[config.mk]
export PLATFORM = sky130hd
export DESIGN_NAME = pow_unit_param
export DESIGN_NICKNAME = d
export VERILOG_FILES = /design/src/rtl/pow_unit_param.sv
export SDC_FILE = /design/constraint.sdc
export NUM_CORES = 1
export LEC_CHECK = 0
export CAP_MARGIN = 40
export CORE_UTILIZATION = 55
export CTS_CLUSTER_SIZE = 16
export DETAILED_ROUTE_END_ITERATION = 16
export PLACE_DENSITY = 0.86
export SLEW_MARGIN = 20
export SYNTH_ARGS = -nofsm -noshare
export SYNTH_HDL_FRONTEND = slang
export SYNTH_SLANG_ARGS = --single-unit
[constraint.sdc]
create_clock -name clk -period 6.3 [get_ports clk]
set_clock_uncertainty 0.2 [all_clocks]
set_input_delay 1.89 -clock clk [delete_from_list [all_inputs] [get_ports clk]]
set_output_delay 1.89 -clock clk [all_outputs]
set_load 0.05 [all_outputs]
[src/rtl/pow_unit_param.sv]
// ---------------------------------------------------------------------------
// pow_unit_param
//   Sequential integer power engine: out = inx ** inn mod 2**WIDTH, computed by
//   right-to-left binary exponentiation over one shared WIDTH x WIDTH
//   multiplier (one multiply per BUSY cycle).
//
//   Handshake: start is accepted while ready=1; abort cancels while ready=0.
//   done pulses for one cycle when out takes a completed result.
//
//   Optional build macro:
//     POW_UNIT_OVERFLOW_FLAG_EN - adds the overflow output, which reports
//                                 whether the true x**n reached 2**WIDTH for
//                                 the last completed result.
// ---------------------------------------------------------------------------
module pow_unit_param #(
   parameter int WIDTH     = 16,
   parameter int EXP_WIDTH = 8
) (
   input  logic                 clk,
   input  logic                 rst,
   input  logic                 start,
   input  logic                 abort,
   input  logic [WIDTH-1:0]     inx,
   input  logic [EXP_WIDTH-1:0] inn,
   output logic                 ready,
   output logic                 done,
   output logic [WIDTH-1:0]     out
`ifdef POW_UNIT_OVERFLOW_FLAG_EN
   ,
   output logic                 overflow
`endif
);

   typedef enum logic {
      S_IDLE = 1'b0,
      S_BUSY = 1'b1
   } state_t;

   state_t               state, state_nxt;

   // Working registers: acc collects the result, base holds x^(2^k), e is the
   // not-yet-consumed part of the exponent.
   logic [WIDTH-1:0]     acc, acc_nxt;
   logic [WIDTH-1:0]     base, base_nxt;
   logic [EXP_WIDTH-1:0] e, e_nxt;
   logic [WIDTH-1:0]     out_nxt;
   logic                 done_nxt;

   // Shared multiplier: multiplicand is acc on a multiply step, base on a
   // squaring step; the other operand is always base.
   logic [WIDTH-1:0]     mul_a;
   logic [2*WIDTH-1:0]   product;
   logic                 product_hi_nz;

`ifdef POW_UNIT_OVERFLOW_FLAG_EN
   logic                 ovf, ovf_nxt;
   logic                 overflow_nxt;
`endif

   // Operand select and full-width product; only the low half is kept.
   always_comb begin
      mul_a         = e[0] ? acc : base;
      product       = {{WIDTH{1'b0}}, mul_a} * {{WIDTH{1'b0}}, base};
      product_hi_nz = |product[2*WIDTH-1:WIDTH];
   end

   // ready is a pure decode of the state, so it rises on the same edge that
   // returns the FSM to IDLE.
   assign ready = (state == S_IDLE);

   // Next-state and datapath update; every BUSY cycle does exactly one action.
   always_comb begin
      // NOTE: every output of this block gets a default first, so no path can
      // leave a signal unassigned and infer a latch.
      state_nxt = state;
      acc_nxt   = acc;
      base_nxt  = base;
      e_nxt     = e;
      out_nxt   = out;
      done_nxt  = 1'b0;
`ifdef POW_UNIT_OVERFLOW_FLAG_EN
      ovf_nxt      = ovf;
      overflow_nxt = overflow;
`endif

      case (state)
         S_IDLE: begin
            // abort is meaningless here; start wins outright.
            if (start) begin
               acc_nxt   = WIDTH'(1);
               base_nxt  = inx;
               e_nxt     = inn;
               state_nxt = S_BUSY;
`ifdef POW_UNIT_OVERFLOW_FLAG_EN
               ovf_nxt   = 1'b0;
`endif
            end
         end

         S_BUSY: begin
            if (abort) begin
               // Drop the operation; out/overflow keep the previous result.
               state_nxt = S_IDLE;
            end else if (e == '0) begin
               out_nxt   = acc;
               done_nxt  = 1'b1;
               state_nxt = S_IDLE;
`ifdef POW_UNIT_OVERFLOW_FLAG_EN
               overflow_nxt = ovf;
`endif
            end else if (e[0]) begin
               // Fold the current base power into the result, consume the bit.
               acc_nxt = product[WIDTH-1:0];
               e_nxt   = e & ~EXP_WIDTH'(1);
`ifdef POW_UNIT_OVERFLOW_FLAG_EN
               ovf_nxt = ovf | product_hi_nz;
`endif
            end else begin
               // Advance base to the next power of two, shift the exponent.
               // Every squared base is later multiplied into acc, so a wrap
               // here always implies the true result wraps too.
               base_nxt = product[WIDTH-1:0];
               e_nxt    = e >> 1;
`ifdef POW_UNIT_OVERFLOW_FLAG_EN
               ovf_nxt  = ovf | product_hi_nz;
`endif
            end
         end

         default: state_nxt = S_IDLE;
      endcase
   end

   // State and datapath registers with synchronous reset.
   always_ff @(posedge clk) begin
      // NOTE: sequential state uses non-blocking assignments so every register
      // samples the pre-edge values, independent of statement order.
      if (rst) begin
         state <= S_IDLE;
         acc   <= '0;
         base  <= '0;
         e     <= '0;
         out   <= '0;
         done  <= 1'b0;
      end else begin
         state <= state_nxt;
         acc   <= acc_nxt;
         base  <= base_nxt;
         e     <= e_nxt;
         out   <= out_nxt;
         done  <= done_nxt;
      end
   end

`ifdef POW_UNIT_OVERFLOW_FLAG_EN
   // Sticky overflow tracker and the flag published with each result.
   always_ff @(posedge clk) begin
      if (rst) begin
         ovf      <= 1'b0;
         overflow <= 1'b0;
      end else begin
         ovf      <= ovf_nxt;
         overflow <= overflow_nxt;
      end
   end
`else
   // Without the flag the upper product half is simply discarded.
   logic unused_product_hi;
   assign unused_product_hi = product_hi_nz;
`endif

endmodule
==> metrics.txt, run 1 <==
Netlist cell types 46; Iter 0 DRT Violations 467; Fmax about 160 MHz; cell area after layout 7560 um^2; Total Wirelength 17500 um; Power Dens Cells 233 nW/um^2; endpoints failing setup 0; Avg Cell Area, Syn 8.37 um^2; Area Growth Syn to Fin 17.9%; Gate power share 0.464; die height 110 um; Period minus WS final a little over 6000 ps; largest net degree at the start of global routing 35; core area 11400 um^2; CP dominant cell by count fa_1; Pint ~1.1 mW; slew of the pin with the lowest slew margin 747 ps; wire per inst 18.1 um; Critical Path RT around 6400 ps; H-tree Lvls 3; RD Place Congestion 0.937; Post-Syn Nets just over 900; first-pass GRT wire length 28300 um; Yosys reg bits 58; layout net count 976; PortBufs 45; critical path data arrival time 6230 ps; share of the synthesized area in the top cell type 0.250; Switching Fraction 0.384; Yosys top cell by area fa_1; total track usage 0.314; clock network fraction of total power 0.296; antenna cell count 0; CP Capture Type register; clock root buffer clkbuf_16; total CTS buffers 9; RR Endpoint base[14]; NetSw 678 uW; Detail Route Antenna Nets 0; initial cell density of the core 0.564; DR vias/cell between 5 and 6; sequential power share 0.240; TritonCTS clock tree yes; share of cells above drive strength 1 0.0959; slowest CP cell dfxtp_1; asr flop ratio synth 0; Worst Hold End out[13]; commonest non-fill, non-tap cells in the layout nand2_1 (124), inv_1 (117), fa_1 (80); IR drop worst, VDD 236 uV; hold_sp out[13]; Layout fillers 834; outcome complete, no violations; Die W 110 um; utilization after layout 0.665; Die Area 12100 um^2; CTS clk-pin slew, worst paths 50 ps; clk_lat worst skew 320 ps; Pre-Repair DR Iteration Count 5; ys flop type dfxtp_1; max-cap check violation count 0; CTS sink count 58; worst path cell trace mux2_2 > and2_1 > fa_1 > fa_1 > ha_1 > fa_1 > inv_1 > fa_1 > fa_1 > inv_1 > ha_1 > o21a_1 > o21ai_0 > or3b_2 > a21oi_1 > xor2_1 > nand3_1 > a31oi_1; sequential share of the synthesized area 0.181; hold_buf cts 0; Setup CP Type reg2reg; DP Area 7180 um^2; clock buffer depth 2; family with the most delay on the worst path adder cells; post-DP HPWL 13000 um; CP Buf/Inv Count 2; vias in the first global route 5863; Mapped Cells 766; final cycle utilization of the critical path 0.981; Warnings, synthesis 0; initial antenna violation count 0; Largest stage delay, worst path 680 ps; global route overflow 0; final hold vios 0; main area contributors after synthesis fa_1 (25%), dfxtp_1 (18%), ha_1 (9.6%); final slew viol count 0; synthesized area 6410 um^2; DRC viols 0; r2r startpoint base[2]; Leak 3.38 nW; R2R setup slack 120 ps; Worst Path Max Fanout 14; vias between 5000 and 6000; critical path startpoint base[2]; Site Rows 39; io pins 46; number of synthesized flops with an enable pin 0; startpoint class of the critical path register; R2R depth 18; worst hold path class reg2reg; most common cell after layout, fill and taps aside nand2_1; Slew HR 0.502; Hold Path Depth 2
[sequential cells by signal (all words and copies together) (netlist names)]
signal	cells
acc	16
base	16
out	16
e	8
done	1
state	1
[Yosys cell counts, types with 2 or more instances]
| master | number |
|---|---|
| nand2_1 | 124 |
| inv_1 | 117 |
| fa_1 | 80 |
| dfxtp_1 | 58 |
| ha_1 | 49 |
| a21oi_1 | 47 |
| and2_1 | 46 |
| nor2_1 | 39 |
| clkbuf_1 | 37 |
| xnor2_1 | 26 |
| nor2b_1 | 22 |
| nand3_1 | 16 |
| o21ai_0 | 12 |
| mux2_2 | 11 |
| a211oi_1 | 10 |
| mux2i_1 | 8 |
| o21a_1 | 8 |
| a311oi_1 | 7 |
| xor2_1 | 7 |
| a21o_1 | 4 |
| nand2b_1 | 4 |
| a22oi_1 | 2 |
| a31oi_1 | 2 |
| nand3b_1 | 2 |
| nor3_1 | 2 |
| o22ai_1 | 2 |
| o31ai_1 | 2 |
| or2_2 | 2 |
| or3b_2 | 2 |
| xnor3_1 | 2 |
[how the worst max path moves through the flow]
stage / endpoint / slack (ps) / cells after the start
3_5_place_dp: acc[15] / -60 / 20
5_1_grt: base[15] / -20 / 21
3_3_place_gp: base[15] / 90 / 20
6_report: base[14] / 120 / 18
2_1_floorplan: base[15] / 40 / 21
4_1_cts: base[15] / 20 / 20
[power by group through the flow]
stage,combinational [mW],sequential [mW],clock [mW]
3_3_place_gp,0.745,0.428,0
6_report,0.818,0.424,0.522
3_5_place_dp,0.768,0.427,0
4_1_cts,0.792,0.421,0.520
5_1_grt,0.901,0.425,0.537
2_1_floorplan,0.535,0.417,0
[final cells by class]
type                    instances  area (um^2)  share of cell area
repair buffers                 81          744              0.0985
clock buffers                  12          246              0.0326
flip-flops and latches         58         1160               0.154
well taps                     143          179              0.0237
inverters                     117          439              0.0581
clock inverters                 4         75.1             0.00993
multi-input cells             552         4710               0.623
[repair_timing]
item / 4_1_cts / 5_1_grt
setup endpoints to repair: 2 / 6
setup buffers: 0 / 0
pin swaps: 0 / 3
resized for setup: 2 / 10
[per-layer routing]
metal / global-route usage / routed length, um / vias to the layer above
met1: 0.376 / 6430 / 2655
met5: 0 / 0 / -
li1: - / - / 2513
met4: 0.193 / 1010 / 0
met3: 0.0470 / 1580 / 100
met2: 0.533 / 8450 / 339
[through the flow]
stage	hold slack [ps]	setup TNS, ps	worst slack, ps	instances	power, mW
after floorplan	242	0	37.5	766	0.952
after global placement	244	0	85.0	949	1.17
after detailed placement	248	-117	-59.8	950	1.20
after CTS	255	0	18.8	966	1.73
after global routing	270	-18.4	-16.5	967	1.86
final	253	0	123	967	1.76
[logic make-up after synthesis]
kind of cell,after synthesis,synth area share
buffers and inverters,156,0.0927
XOR/XNOR,36,0.0546
multiplexers,20,0.0341
AO/OA/AOI/OAI,104,0.101
flip-flops,58,0.181
adder cells (fa/ha/maj),129,0.345
AND/OR/NAND/NOR,263,0.191
[worst register-to-register path: cells and delay by family (launching register included)]
family                   cells  cell delay (ps)
buffers and inverters        2              110
XOR/XNOR                     1              340
flip-flops                   1              680
AND/OR/NAND/NOR              3              820
multiplexers                 1              420
adder cells (fa/ha/maj)      7             2920
AO/OA/AOI/OAI                4              620
(Power assumes the default switching activity.)
==> run 2: changes to the inputs <==
- ABC_AREA: unset -> 1
- CAP_MARGIN: 40 -> unset
==> run 2 against run 1 <==
  * Sequential share of layout area increased by 0.078 points
  * Utilization decreased by 1.4 points
  * Combinational power increased by 100%
  * Synthesized cell count increased by 16%
  * Worst setup slack improved by 120 ps
  * Sequential power increased by 12%
  * Highest routed layer unchanged
==> metrics.txt, run 2 <==
vias 6117 (+9.1%); largest family of logic cells by synthesized area adder cells; share of the synthesized area in the top cell type 0.245 (-0.00487); NetSw 1.30 mW (+91%); unrepaired setup endpoints after global routing no; Die Area 12300 um^2 (+2.0%); final hold vios 0 (unchanged); total track usage 0.311 (-0.00284); startpoint class of the critical path register; slew of the pin with the lowest slew margin 1060 ps (+314 ps); critical path startpoint e[0]; Iter 0 DRT Violations 557 (+19%); Leak 3.71 nW (+9.9%); final slew viol count 0 (unchanged); Largest regs acc x16, base x16, out x16; worst path cell trace buf_8 > buf_6 > nand2_1 > o21ai_2 > nand2_1 > fa_1 > fa_1 > inv_1 > fa_1 > fa_1 > fa_1 > inv_1 > fa_1 > inv_1 > ha_1 > nand4_1 > inv_1 > nand2_1 > o211ai_1 > a31oi_2 > inv_1 > nand3_1 > nand3_1 > a21oi_1; Setup CP Type reg2reg; Pint 1.36 mW (+25%); Avg Cell Area, Syn 7.33 um^2 (-12%); CTS clk-pin slew, worst paths 50 ps (about the same); sequential share of the synthesized area 0.178 (-0.00353); Total Wirelength 18200 um (+4.1%); RR Endpoint acc[15]; Area Growth Syn to Fin 14.6%; most common cell after layout, fill and taps aside inv_1; CP Buf/Inv Count 7 (+5); Synth Area in Compound Gates 0.128 (+0.0263); Slew HR 0.292 (-0.209); Final Non-Filler Cells 1084 (+12%); H-tree Lvls 3 (unchanged); commonest non-fill, non-tap cells in the layout inv_1 (185), nand2_1 (165), nor2_1 (100); endpoints failing setup 0 (unchanged); layout net count 1093 (+12%); Synth Area in Simple Gates 0.206 (+0.0152); PortBufs 45 (unchanged); DRC viols 0 (unchanged); asr flop ratio synth 0 (unchanged); top post-synthesis cells by count inv_1 (188), nand2_1 (166), nor2_1 (100); Fin Setup TNS 0 ps (unchanged); die height 111 um (+0.97%); Site Rows 39 (unchanged); largest net degree at the start of global routing 44 (+26%); initial cell density of the core 0.568 (+0.00391); number of synthesized flops with an enable pin 0 (unchanged); clk_lat worst skew 330 ps (about the same); CP Capture Type register; first-pass GRT wire length 30100 um (+6.2%); hold_sp e[4]; worst hold path class reg2reg; multiplexer share of the synthesized area 0 (-0.0341); Fmax 165 MHz (+2.0%); total CTS buffers 9 (unchanged); Detail Route Antenna Nets 0 (unchanged); IR drop worst, VDD 287 uV (+22%); post-placement cell count 1068 (+12%); core area 11500 um^2 (+1.3%); hold_buf cts 0 (unchanged); Layout fillers 985 (+18%); CTS sink count 58 (unchanged); vias in the first global route 6093 (+3.9%); Hold Slack 294 ps (+41.2 ps); share of cells above drive strength 1 0.0755 (-0.0204); R2R setup slack 240 ps (+120 ps); Largest stage delay, worst path 550 ps (-130 ps); Pre-Repair DR Iteration Count 5 (unchanged); TritonCTS clock tree yes; Post-Syn Nets 1049 (+14%); Die W 111 um (+0.97%); critical path data arrival time 6120 ps (-110 ps); Post-Synth Adder-Cell Area 0.339 (-0.00674); sequential power share 0.180 (-0.060); final cycle utilization of the critical path 0.961 (-0.0194); Warnings, synthesis 0 (unchanged); antenna cell count 0 (unchanged); Yosys reg bits 58 (unchanged); global route overflow 0 (unchanged); io pins 46 (unchanged); post-DP HPWL 14200 um (+9.3%); Critical Path RT 6360 ps (about the same); Gate power share 0.619 (+0.155); clock network fraction of total power 0.202 (-0.094); clock buffer depth 2 (unchanged); DR vias/cell 5.64 (-2.7%); Yosys top cell by area fa_1; Mapped Cells 892 (+16%); Netlist cell types 36 (-22%); CP dominant cell by count fa_1; max-cap check violation count 0 (unchanged); clock root buffer clkbuf_16; Period minus WS final 6060 ps (-122 ps); initial antenna violation count 0 (unchanged); Hold Path Depth 2 (unchanged); Power Dens Cells 354 nW/um^2 (+52%); slowest CP cell fa_1; most frequent cell after synthesis inv_1; r2r startpoint e[0]; post-synthesis xor/xnor area fraction 0.0121 (-0.0426); synthesized area 6540 um^2 (+2.0%); family with the most delay on the worst path adder cells; main area contributors after synthesis fa_1 (24%), dfxtp_1 (18%), inv_1 (11%); RD Place Congestion 0.975 (+4.0%); R2R depth 24 (+6); wire per inst 16.8 um (-7.1%); outcome complete, no violations; ys flop type dfxtp_1; Worst Hold End e[4]; Worst Path Max Fanout 16 (+2); Switching Fraction 0.488 (+0.104)
-- run 2: power by group through the flow --
stage	combinational [mW]	clock, mW	sequential, mW
floorplan	1.15	0	0.471
global placement	1.56	0	0.480
detailed placement	1.59	0	0.480
CTS	1.61	0.535	0.473
global route	1.85	0.551	0.482
finish	1.64	0.535	0.477
-- run 2: worst max-delay path by stage --
stage,cells after the start,slack (ps),to
CTS,25,130,base[15]
detailed placement,25,160,base[15]
global placement,25,260,acc[15]
finish,24,240,acc[15]
floorplan,30,910,acc[14]
global route,24,30,base[15]
-- run 2: cells by family (layout without fill, tap and decap cells) --
| kind of cell | count (synthesis) | count (layout) |
|---|---|---|
| AND/OR/NAND/NOR | 321 | 321 |
| buffers and inverters | 226 | 275 |
| AO/OA/AOI/OAI | 149 | 149 |
| XOR/XNOR | 9 | 9 |
| flip-flops | 58 | 58 |
| adder cells (fa/ha/maj) | 129 | 129 |
-- run 2: final cells by class --
type | instances | area (um^2) | area share
timing repair buffer | 64 | 604 | 0.0806
clock inverter | 6 | 88.8 | 0.0118
inverter | 195 | 737 | 0.0983
sequential | 58 | 1160 | 0.155
clock buffer | 10 | 239 | 0.0319
tap | 143 | 179 | 0.0239
multi-input combinational | 608 | 4490 | 0.599
-- run 2: what timing repair did --
action | 4_1_cts | 5_1_grt
resized for setup | 0 | 8
setup buffers | 0 | 0
endpoints found under the setup margin | 0 | 6
-- run 2: layer usage --
metal	GRT usage	vias to the layer above	wire length [um]
met2	0.496	386	8100
met1	0.409	2818	7210
met5	0	-	0
met3	0.0519	73	1910
li1	-	2840	-
met4	0.163	0	956
-- run 2: per-stage QoR --
stage / total power, mW / cell area [um^2] / worst slack [ps] / util
global placement: 2.04 / 7150 / 257 / 0.621
global route: 2.89 / 7500 / 28.7 / 0.651
finish: 2.65 / 7500 / 245 / 0.651
detailed placement: 2.07 / 7150 / 164 / 0.621
CTS: 2.62 / 7480 / 133 / 0.649
floorplan: 1.62 / 6540 / 905 / -
-- run 2: tightest hold or removal path, stage by stage (launching register included) --
cell and delay [ps]:
dfxtp_1 310, inv_1 70, a211oi_1 60
==> run 3: changes to the inputs <==
- SLEW_MARGIN: 20 -> unset
==> run 3 against run 2 <==
  * Register-to-register slack barely moved
  * Final area did not move
  * Sequential share of layout area did not move
  * Total power rose by 0.15%
  * Worst setup slack got worse by 2.2 ps
  * Worst hold slack barely moved
  * Largest cell class unchanged
==> metrics.txt, run 3 (synthesis gave the netlist of run 2 again) <==
post-CTS sizing 0 (unchanged); CTS clk-pin slew, worst paths 50 ps (about the same); Largest stage delay, worst path 550 ps (about the same); core area 11500 um^2 (unchanged); first-pass GRT wire length 30100 um (unchanged); clock network fraction of total power 0.201 (about the same); TritonCTS clock tree yes; final hold vios 0 (unchanged); layout net count 1093 (unchanged); Period minus WS final 6060 ps (+2.24 ps); Pint 1.36 mW (about the same); endpoints failing setup 0 (unchanged); startpoint class of the critical path register; total track usage 0.311 (unchanged); final worst setup slack 242 ps (-2.24 ps); outcome complete, no violations; max-cap check violation count 0 (unchanged); commonest non-fill, non-tap cells in the layout inv_1 (186), nand2_1 (165), nor2_1 (100); slew of the pin with the lowest slew margin 1090 ps (+25.5 ps); unrepaired setup endpoints after global routing no; Gate power share 0.619 (about the same); worst hold path class reg2reg; final slew viol count 0 (unchanged); IR drop worst, VDD 285 uV (-0.66%); critical path data arrival time 6120 ps (about the same); vias in the first global route 6093 (unchanged); Slew HR 0.275 (-0.0170); Critical Path RT 6360 ps (about the same); vias 6103 (-0.23%); Setup CP Type reg2reg; CTS sink count 58 (unchanged); most common cell after layout, fill and taps aside inv_1; sequential power share 0.180 (about the same); clk_lat worst skew 330 ps (about the same); DP Area 7150 um^2 (unchanged); final cycle utilization of the critical path 0.962 (about the same); initial antenna violation count 0 (unchanged); io pins 46 (unchanged); Area Growth Syn to Fin 14.6% (unchanged); Place WS 164 ps (unchanged); CP Capture Type register; Post CTS Setup Buffer Count 0 (unchanged); share of cells above drive strength 1 0.0755 (unchanged); Fmax 165 MHz (about the same); Switching Fraction 0.489 (+0.000576); Site Rows 39 (unchanged); Largest regs acc x16, base x16, out x16; CP dominant cell by count fa_1; DR vias/cell 5.63 (-0.23%); Iter 0 DRT Violations 540 (-3.1%); wire per inst 16.8 um (+0.36%); PortBufs 45 (unchanged); die height 111 um (unchanged); Die W 111 um (unchanged); clock buffer depth 2 (unchanged); Power Dens Cells 355 nW/um^2 (+0.15%); Fin Setup TNS 0 ps (unchanged); total CTS buffers 9 (unchanged); Power Total 2.66 mW (+0.15%); global route overflow 0 (unchanged); post-DP HPWL 14200 um (unchanged); slowest CP cell fa_1; hold_buf cts 0 (unchanged); DRC viols 0 (unchanged); RD Place Congestion 0.975 (unchanged); largest net degree at the start of global routing 44 (unchanged); Die Area 12300 um^2 (unchanged); Layout fillers 985 (unchanged); Leak 3.72 nW (+0.10%); H-tree Lvls 3 (unchanged); Pre-Repair DR Iteration Count 5 (unchanged); antenna cell count 0 (unchanged); Total Wirelength 18200 um (+0.36%); clock root buffer clkbuf_16; NetSw 1.30 mW (+0.27%); cell area after layout 7500 um^2 (unchanged); Detail Route Antenna Nets 0 (unchanged); initial cell density of the core 0.568 (unchanged); worst path cell trace buf_8 > buf_6 > nand2_1 > o21ai_2 > nand2_1 > fa_1 > fa_1 > inv_1 > fa_1 > fa_1 > fa_1 > inv_1 > fa_1 > inv_1 > ha_1 > nand4_1 > inv_1 > nand2_1 > o211ai_1 > a31oi_2 > inv_1 > nand3_1 > nand3_1 > a21oi_1; Worst Path Max Fanout 16 (unchanged)
[run 3: worst paths after layout]
kind              startpoint  slack (ps)  endpoint  cells past startpoint
setup reg to reg        e[0]         240   acc[15]                     24
setup / recovery        e[0]         240   acc[15]                     24
hold / removal          e[4]         290      e[4]                      2
hold reg to reg         e[4]         290      e[4]                      2
[run 3: power groups by stage]
stage               clock [mW]  sequential [mW]  combinational (mW)
floorplan                    0            0.471                1.15
global placement             0            0.480                1.56
detailed placement           0            0.480                1.59
CTS                      0.535            0.473                1.61
global route             0.551            0.482                1.85
finish                   0.535            0.478                1.65
[run 3: stage by stage]
step                      utilization  instances  hold slack [ps]
after floorplan                     -        892              241
after global placement          0.621       1068              276
after detailed placement        0.621       1068              277
after CTS                       0.649       1084              292
after global routing            0.651       1084              317
final                           0.651       1084              294
[run 3: cell type report]
cell class / instances / area, um^2 / area share
multi-input combinational: 608 / 4490 / 0.599
sequential: 58 / 1160 / 0.155
inverter: 195 / 737 / 0.0983
clock buffer: 10 / 239 / 0.0319
timing repair buffer: 64 / 604 / 0.0806
clock inverter: 6 / 88.8 / 0.0118
tap: 143 / 179 / 0.0239
[run 3: per-layer routing]
layer  up-vias  global-route usage  wire length [um]
li1       2835                   -                 -
met1      2815               0.409              7160
met2       381               0.496              8180
met3        72              0.0519              2010
met4         0               0.163               893
met5         -                   0                 0
[run 3: critical path: cells and delay by family (launching register included)]
kind,cells,cell delay (ps)
AO/OA/AOI/OAI,4,700
adder cells (fa/ha/maj),7,3380
buffers and inverters,7,700
flip-flops,1,400
AND/OR/NAND/NOR,6,610
